## src/rtl/offnariscv_pkg.sv

```systemverilog
// Shared types for the in-order commit stage: dispatch, FU writeback, RF write and queue entry.
// Latency: n/a (types and constants only).
// Backpressure: n/a.
package offnariscv_pkg;

  localparam int CU_XLEN   = 32;
  localparam int CU_NUM_FU = 2;

  localparam int FU_ALU = 0;
  localparam int FU_BRU = 1;

  // Op bookkeeping carried from dispatch to the register file
  typedef struct packed {
    logic [CU_XLEN-1:0] pc;
    logic [4:0]         rd;
  } ex_data_t;

  typedef struct packed {
    ex_data_t               ex_data;
    logic [CU_NUM_FU-1:0]   fu_sel;
  } exwb_tdata_t;

  typedef struct packed {
    logic [CU_XLEN-1:0] result;
    logic               taken;
    logic [CU_XLEN-1:0] new_pc;
  } fu_wb_tdata_t;

  typedef struct packed {
    ex_data_t               ex_data;
    logic [CU_NUM_FU-1:0]   fu_sel;
    logic                   epoch;
  } commit_entry_t;

  typedef struct packed {
    logic [CU_XLEN-1:0] wdata;
    ex_data_t           ex_data;
  } wbrf_tdata_t;

  // Tag a dispatched op with the epoch it was issued under
  function automatic commit_entry_t mk_entry(input exwb_tdata_t d, input logic ep);
    commit_entry_t e;
    e.ex_data = d.ex_data;
    e.fu_sel  = d.fu_sel;
    e.epoch   = ep;
    return e;
  endfunction

endpackage

```

## src/rtl/commit_unit_queue.sv

```systemverilog
// Program-order commit queue: DEPTH-entry synchronous FIFO with occupancy count.
// Latency: an entry written in cycle t is visible at the head from t+1.
// Backpressure: caller must only push when !full and only pop when !empty.
module commit_queue
  import offnariscv_pkg::*;
#(
  parameter int DEPTH = 4
) (
  input  logic                   clk,
  input  logic                   rst,
  input  logic                   push,
  input  commit_entry_t          push_dat,
  input  logic                   pop,
  output commit_entry_t          head_dat,
  output logic                   full,
  output logic                   empty,
  output logic [$clog2(DEPTH):0] count
);

  localparam int PTR_W = $clog2(DEPTH);

  logic [PTR_W-1:0] wr_ptr_q, wr_ptr_d;
  logic [PTR_W-1:0] rd_ptr_q, rd_ptr_d;
  logic [PTR_W:0]   count_q, count_d;
  commit_entry_t    mem_q [DEPTH];
  commit_entry_t    mem_d [DEPTH];

  // Next pointers, count and storage; pointers wrap naturally since DEPTH is a power of two
  always_comb begin
    wr_ptr_d = wr_ptr_q;
    rd_ptr_d = rd_ptr_q;
    count_d  = count_q;
    mem_d    = mem_q;
    if (push) begin
      mem_d[wr_ptr_q] = push_dat;
      wr_ptr_d        = wr_ptr_q + 1'b1;
    end
    if (pop) begin
      rd_ptr_d = rd_ptr_q + 1'b1;
    end
    case ({push, pop})
      2'b10:   count_d = count_q + 1'b1;
      2'b01:   count_d = count_q - 1'b1;
      default: count_d = count_q;
    endcase
  end

  // Control state; reset discards every queued entry
  always_ff @(posedge clk) begin
    if (rst) begin
      wr_ptr_q <= '0;
      rd_ptr_q <= '0;
      count_q  <= '0;
    end else begin
      wr_ptr_q <= wr_ptr_d;
      rd_ptr_q <= rd_ptr_d;
      count_q  <= count_d;
    end
  end

  // Entry storage needs no reset: validity is tracked by count
  always_ff @(posedge clk) begin
    mem_q <= mem_d;
  end

  assign head_dat = mem_q[rd_ptr_q];
  assign full     = (count_q == (PTR_W+1)'(DEPTH));
  assign empty    = (count_q == '0);
  assign count    = count_q;

endmodule

```

## src/rtl/commit_unit.sv

```systemverilog
// In-order commit: queues dispatched ops, merges FU results at the head, writes RF, redirects PCG, squashes by epoch.
// Latency: head fires in the same cycle its FU result is valid; a pushed op reaches the head no earlier than next cycle.
// Backpressure: disp_tready = !full (registered only); head holds until wbrf (and wbpcg for redirects) accept. Optional COMMIT_INSTRET_EN adds instret.
module commit_unit
  import offnariscv_pkg::*;
#(
  parameter int NUM_FU = CU_NUM_FU,
  parameter int DEPTH  = 4,
  parameter int XLEN   = CU_XLEN
) (
  input  logic               clk,
  input  logic               rst,
  input  logic               disp_tvalid,
  output logic               disp_tready,
  input  exwb_tdata_t        disp_tdata,
  input  logic [NUM_FU-1:0]  fu_tvalid,
  output logic [NUM_FU-1:0]  fu_tready,
  input  fu_wb_tdata_t       fu_tdata [NUM_FU],
  output logic               wbrf_tvalid,
  input  logic               wbrf_tready,
  output wbrf_tdata_t        wbrf_tdata,
  output logic               wbpcg_tvalid,
  input  logic               wbpcg_tready,
  output logic [XLEN-1:0]    wbpcg_tdata
`ifdef COMMIT_INSTRET_EN
  ,
  output logic [63:0]        instret
`endif
);

  logic                   push, pop, full, empty;
  logic [$clog2(DEPTH):0] count;
  commit_entry_t          head;
  logic                   epoch_q, epoch_d;

  logic                   sel_vld, sel_bru, fu_ok;
  fu_wb_tdata_t           sel_dat;
  logic                   head_live, redir, live_fire, stale_pop;

  assign disp_tready = !full;
  assign push        = disp_tvalid && !full;

  commit_queue #(.DEPTH(DEPTH)) u_queue (
    .clk      (clk),
    .rst      (rst),
    .push     (push),
    .push_dat (mk_entry(disp_tdata, epoch_q)),
    .pop      (pop),
    .head_dat (head),
    .full     (full),
    .empty    (empty),
    .count    (count)
  );

  // Pick the writeback channel named by the head's one-hot fu_sel
  always_comb begin
    sel_vld = 1'b0;
    sel_bru = 1'b0;
    sel_dat = '0;
    for (int i = 0; i < NUM_FU; i++) begin
      if (head.fu_sel[i]) begin
        sel_vld = fu_tvalid[i];
        sel_dat = fu_tdata[i];
        sel_bru = (i == FU_BRU);
      end
    end
  end

  // Head fire/drain decision and output channel drive
  always_comb begin
    fu_ok        = (head.fu_sel == '0) || sel_vld;
    head_live    = !empty && (head.epoch == epoch_q);
    redir        = head_live && sel_bru && sel_dat.taken;
    wbrf_tvalid  = head_live && fu_ok && (!redir || wbpcg_tready);
    wbpcg_tvalid = redir && fu_ok && wbrf_tready;
    live_fire    = wbrf_tvalid && wbrf_tready;
    stale_pop    = !empty && !head_live && fu_ok;
    pop          = live_fire || stale_pop;
    fu_tready    = pop ? head.fu_sel : '0;
    wbrf_tdata.wdata   = sel_dat.result;
    wbrf_tdata.ex_data = head.ex_data;
    wbpcg_tdata  = sel_dat.new_pc;
    epoch_d      = epoch_q ^ (live_fire && redir);
  end

  // Epoch flips on each accepted redirect so younger queued ops become stale
  always_ff @(posedge clk) begin
    if (rst) epoch_q <= 1'b0;
    else     epoch_q <= epoch_d;
  end

`ifdef COMMIT_INSTRET_EN
  logic [63:0] instret_q, instret_d;

  // Count live retirements only; stale drains are not instructions
  always_comb begin
    instret_d = instret_q + (live_fire ? 64'd1 : 64'd0);
  end

  // Retired-op counter register, wraps at 2^64
  always_ff @(posedge clk) begin
    if (rst) instret_q <= '0;
    else     instret_q <= instret_d;
  end

  assign instret = instret_q;
`endif

  // Simulation-only sanity: one FU per op and queue occupancy in range
  always @(posedge clk) begin
    if (!rst && push) begin
      assert ($onehot0(disp_tdata.fu_sel))
        else $error("commit_unit: multi-hot fu_sel %b", disp_tdata.fu_sel);
    end
    if (!rst) begin
      assert (32'(count) <= DEPTH)
        else $error("commit_unit: queue count %0d out of range", count);
    end
  end

endmodule

```

## config.mk

```make
export PLATFORM = sky130hd
export DESIGN_NAME = commit_unit
export DESIGN_NICKNAME = d
export VERILOG_FILES = /design/src/rtl/offnariscv_pkg.sv /design/src/rtl/commit_unit_queue.sv /design/src/rtl/commit_unit.sv
export SDC_FILE = /design/constraint.sdc
export NUM_CORES = 1
export LEC_CHECK = 0
export BUFFER_PORTS_ARGS = -buffer_cell sky130_fd_sc_hd__buf_2
export CORE_MARGIN = 4
export CORE_UTILIZATION = 49
export DETAILED_ROUTE_END_ITERATION = 10
export MAX_ROUTING_LAYER = met4
export PLACE_DENSITY = 0.82
export RECOVER_POWER = 50
export SYNTH_ARGS = -nofsm -noshare
export SYNTH_HDL_FRONTEND = slang
export SYNTH_HIERARCHICAL = 1
export SYNTH_SLANG_ARGS = --single-unit
```

## constraint.sdc

```tcl
create_clock -name clk -period 3.76 [get_ports clk]
set_clock_uncertainty 0.2 [all_clocks]
set_input_delay 0.376 -clock clk [delete_from_list [all_inputs] [get_ports clk]]
set_output_delay 0.376 -clock clk [all_outputs]
set_load 0.01 [all_outputs]
```

# --- Yosys cells after proc, flatten, opt, wreduce, memory -nomap -nowiden ---
# Cells that the tools add are included.
op_classes:
  n_addsub: 4
  order_cmp: 3
  n_eq_ne: 4
  mux: 13
  bitwise: 3
  reduce_logical: 23
ops:
  columns: ["operator", "count"]
  rows:
  - ["160-bit bitwise mux", 1]
  - ["65-bit two-way mux", 2]
  - ["40-bit two-way mux", 3]
  - ["40-bit binary-select mux with 2-bit select", 1]
  - ["40-bit demux with 2-bit select", 1]
  - ["1-bit logical AND", 13]
  - ["3-bit greater-or-equal comparator, second input constant", 2]
  - ["2-bit inverter with 3-bit output", 2]
  - ["3-bit case mux with 2 select lines", 1]
  - ["2-bit by 1-bit adder with 2-bit output, second input constant", 2]
  - ["1-bit logical NOT", 4]
  - ["3-bit by 1-bit adder with 3-bit output, second input constant", 1]
  - ["3-bit == test, second input constant", 1]
  - ["3-bit logical NOT", 1]
  - ["1-bit logical OR", 3]
  - ["3-bit by 1-bit < comparator with 1-bit output, second input constant", 1]
  - ["1-bit two-way mux", 3]
  - ["3-bit by 1-bit subtractor with 3-bit output, second input constant", 1]
  - ["2-bit by 1-bit == test with 1-bit output, second input constant", 1]
  - ["2-bit == test, second input constant", 1]
  - ["2-bit logical NOT", 1]
  - ["2-bit two-way mux", 1]
  - ["2-bit nonzero test", 1]
  - ["1-bit == test", 1]
  - ["1-bit XOR", 1]
word_totals:
  reg_bits: 168
  input_bits: 176
  output_inout_bits: 106
  wordCells: 70

# --- Logic depth before layout (Yosys ltp) ---
logic_depth:
  depth_word: 15
  mapped_depth: 13
  ltp_nobuf: 10

# --- By module ---
# Netlist, hierarchy kept.
modules_own_cells:
  columns: ["mod", "n_inst", "cells_each", "area_each_um2", "seq_area_each_um2"]
  rows:
  - ["commit_queue", 1, 253, 6214.7, 4944.7]
  - ["commit_unit", 1, 104, 815.8, 20.0]

# --- Least setup slack after synthesis ---
# No wires, ideal clock.
synth_timing:
  path_kind: "register to register"
  start: "register u_queue.rd_ptr_q[0]"
  end: "register u_queue.count_q[2], in the netlist u_queue/count[2]"
  t_arrival_ns: 3.095
  t_required_ns: 3.490
  slack_ns: 0.395
  path_stages_with_launch: 14
  n_path_buf: 3
  period_less_slack_ns: 3.365
  cell_sequence: "dfxtp_1 buf_6 buf_12 mux4_2 buf_6 nor2b_4 or3_4 nor2_1 ha_1 inv_1 fa_1 xor2_1 or3_1 a21oi_1"
synth_rtl:
  columns: ["item", "line_no", "text"]
  rows:
  - ["start: declaration", "commit_unit_queue.sv:23", "logic [PTR_W-1:0] rd_ptr_q, rd_ptr_d;"]
  - ["start signal: assignment", "commit_unit_queue.sv:56", "rd_ptr_q <= rd_ptr_d;"]
  - ["end signal: assignment", "commit_unit_queue.sv:57", "count_q <= count_d;"]
  - ["end: declaration", "commit_unit_queue.sv:24", "logic [PTR_W:0] count_q, count_d;"]

==> metrics.md <==
| Metric | Value |
|---|---|
| Initial Util | `50.26%` |
| Largest net degree at the start of global routing | `71` |
| Root buf cell | `clkbuf_16` |
| Hold Crit Start | `rst` |
| Fillers | `slightly above 900` |
| NetSw | `~1.8 mW` |
| Period utilization | `92.38%` |
| Final setup fails | `0` |
| WP data required | `about 3.9 ns` |
| Prevailing post-synth register cell | `edfxtp_1` |
| Die Ht | `127.8 microns` |
| IO Port Bufs | `280` |
| Placed cell count | `803` |
| Hold Path Class | `in2reg` |
| Internal power | `4.243 mW` |
| Setup TNS | `0 ns` |
| Flops & latches, synth | `168` |
| Crit path launch type | `flip-flop` |
| Grt ovf | `0` |
| Critical path class | `reg2reg` |
| Total number of vias | `5046` |
| Die W | `about 130 microns` |
| GRT Util Overall | `roughly 29%` |
| Pre-Repair DR Iteration Count | `7` |
| FFs w/ async S/R, synth | `0%` |
| Vias per Instance | `5.747` |
| CP max stage delay | `0.60 ns` |
| Clock sink count | `approximately 170` |
| DRC Markers | `0` |
| CP Max Fanout | `5` |
| Layout cells sized above 1 | `46.03%` |
| Syn nets | `539` |
| First-pass GRT wire length | `32.88 mm` |
| Post-CTS Setup Repair Bufs | `0` |
| Synth top area share | `68.34%` |
| CP arrival | `3.63 ns` |
| 1st-iter DRT viols | `481` |
| Worst-Margin Slew | `1.328 ns` |
| Reg-to-reg slack, setup | `0.29 ns` |
| Sw Ratio | `between 30% and 40%` |
| Slowest cell on crit path | `mux4_2` |
| EDFF count, synth | `160` |
| Worst skew pair latency | `0.42 ns` |
| Area grow syn2layout | `35.81%` |
| RSZ-0062 raised after global routing | `false` |
| Non-filler cells, final | `878` |
| Multi-input gate area | `roughly 1900 sq um` |
| Antenna violations before repair | `3` |
| Ys Warns | `6` |
| Area of the core | `13990 sq um` |
| H-tree depth | `4` |
| Post-Route WL | `roughly 23 mm` |
| Crit Reg-Reg Startpoint | `u_queue/rd_ptr_q[0]` |
| Post-synth cell types | `35` |
| Largest area contributor in the netlist | `edfxtp_1` |
| Syn Area/Cell | `~20 sq um` |
| Slew Limit Fails | `0` |
| # Max-Cap Violations | `0` |
| Synthesized area | `between 7000 and 8000 sq um` |
| Gate count of the mapped netlist | `between 300 and 400` |
| Synth area leaders | `edfxtp_1 68%, mux4_2 12%, a22o_1 7.7%` |
| CP cell instances | `mux4_2 > nor3b_2 > or3_4 > nor2_1 > ha_1 > inv_1 > fa_1 > xor2_1 > or3_1 > a21oi_1` |
| CTS Buf Count | `17` |
| Nets | `862` |
| Outcome | `finished clean` |
| Rows | `43` |
| Combinational share of power | `roughly 30%` |
| Clock transition at the registers of the reported paths | `about 0.06 ns` |
| Share of power burned in registers | `38.7%` |
| Worst setup EP type | `flip-flop` |
| DIE AREA | `16330 sq um` |
| Leak | `3.696 nW` |
| Number of I/O pins | `282` |
| Clock buffer depth | `2` |
| RePlAce Congestion | `approximately 1.0` |
| Sequential Area | `4966 sq um` |
| Cell area after layout | `9548 sq um` |
| DPL Wire Length | `roughly 15 mm` |
| Crit path launch | `u_queue/rd_ptr_q[0]` |
| Placed inst area | `~8600 sq um` |
| CTS tree | `done` |
| Vias in the first global route | `about 5200` |
| Wirelength per Cell | `26.19 microns` |
| Fin. Hold Viols | `0` |
| Pwr dens | `636.1 nW/um^2` |
| Slew HR | `between 10% and 20%` |
| Max rail drop VDD | `~0.00048 V` |
| Worst hold slack | `between 0.04 and 0.05 ns` |
| Fin crit period | `approximately 3.5 ns` |
| Fmax | `287.9 MHz` |
| Routed Antenna Nets | `0` |
| Seq/Total Area, Yosys | `70.62%` |
| Share of total power in the clock network | `31.4%` |
[cells by family (layout without fill, tap and decap cells)]
logic type / Yosys count / after routing / share of synthesized area (%)
DFF: 168 / 168 / 70.62
xor gates and xnor gates: 6 / 6 / 0.7475
adders and majority gates: 6 / 6 / 1.175
and+or+nand+nor: 35 / 35 / 2.972
other: 0 / 5 / 0
muxes: 42 / 42 / 13.22
buffers and inverters: 32 / 368 / 3.115
AOI/OAI and AO/OA: 68 / 68 / 8.151
[worst paths after layout]
| path | depth (start not counted) | to |
|---|---|---|
| setup / recovery | 10 | u_queue/count[2] |
| setup reg to reg | 10 | u_queue/count[2] |
| hold / removal | 2 | u_queue/count[2] |
| hold reg to reg | 2 | u_queue/count[2] |
[routing by layer]
metal | up-vias | routed length [microns] | global-route usage [%]
li1 | 2142 | - | -
met1 | 2552 | 8295 | 34.89
met2 | 320 | 12040 | 47.91
met3 | 32 | 2135 | 8.042
met4 | 0 | 520 | 8.052
met5 | - | 0 | -
[final cells by class]
| class | instances | area share, % |
|---|---|---|
| Inverter | 7 | 0.2752 |
| Antenna cell | 5 | 0.1310 |
| Timing Repair Buffer | 329 | 19.00 |
| Clock buffer | 17 | 4.456 |
| Multi-Input combinational cell | 157 | 19.43 |
| Tap cell | 180 | 2.359 |
| Clock inverter | 15 | 2.333 |
| Sequential cell | 168 | 52.01 |
[stage by stage]
step                      power (mW)  setup WS, ns  util (%)
after floorplan                3.454        0.3948         -
after global placement         4.095        0.5001     61.30
after detailed placement       4.141        0.4234     61.30
after CTS                      6.100        0.3832     68.65
after global routing           6.317        0.1711     68.22
final                          6.074        0.2865     68.26
[power groups by stage]
stage               Combinational (mW)  Sequential (mW)  Clock, mW
floorplan                         1.11             2.35          0
global placement                  1.74             2.36          0
detailed placement                1.76             2.38          0
CTS                               1.83             2.35       1.92
global route                      1.93             2.36       2.02
finish                            1.82             2.35       1.91
[cell usage after synthesis (all sizes together), types with 5 or more instances]
library cell	count
edfxtp	160
a22o	62
mux4	40
buf	19
nor2	9
dfxtp	8
inv	7
clkbuf	6
ha	5
nand2	5
[state kept, by name (all words and copies together) (netlist names)]
name	count
epoch_q	1
u_queue/rd_ptr_q	2
u_queue/mem_q	160
u_queue/count	3
u_queue/wr_ptr_q	2
[worst max-delay path, delay by kind of cell, from the launching register on]
| family | cells | cell delay, ns |
|---|---|---|
| AOI/OAI and AO/OA | 1 | 0.15 |
| xor gates and xnor gates | 1 | 0.17 |
| buffers and inverters | 1 | 0.06 |
| DFF | 1 | 0.46 |
| and+or+nand+nor | 4 | 1.17 |
| adders and majority gates | 2 | 0.61 |
| muxes | 1 | 0.60 |
[cells in the final DEF (no fill, tap or decap), types with 2 or more instances in the layout]
master	count
buf_2	233
edfxtp_1	160
a22o_1	62
clkbuf_1	48
dlygate4sd3_1	38
mux4_2	38
clkbuf_16	17
nor2_1	9
buf_4	9
inv_1	7
dfxtp_1	7
diode_2	5
nand2_1	5
bufinv_16	5
ha_1	5
xor2_1	4
a21oi_1	3
inv_6	3
o21ai_1	2
nor2b_4	2
nor3b_2	2
nor3b_1	2
nor2b_1	2
nor3_1	2
clkinv_4	2
clkinv_2	2
clkinvlp_4	2
mux4_1	2
and2_0	2
xnor2_1	2
[what timing repair did]
item / 4_1_cts / 5_1_grt
setup endpoints to repair: 0 / 0
gates resized for setup: 0 / 0
hold buffers: 38 / 0
endpoints found under the hold margin: 152 / 0
No activity file was read; power rests on OpenSTA's default activity.
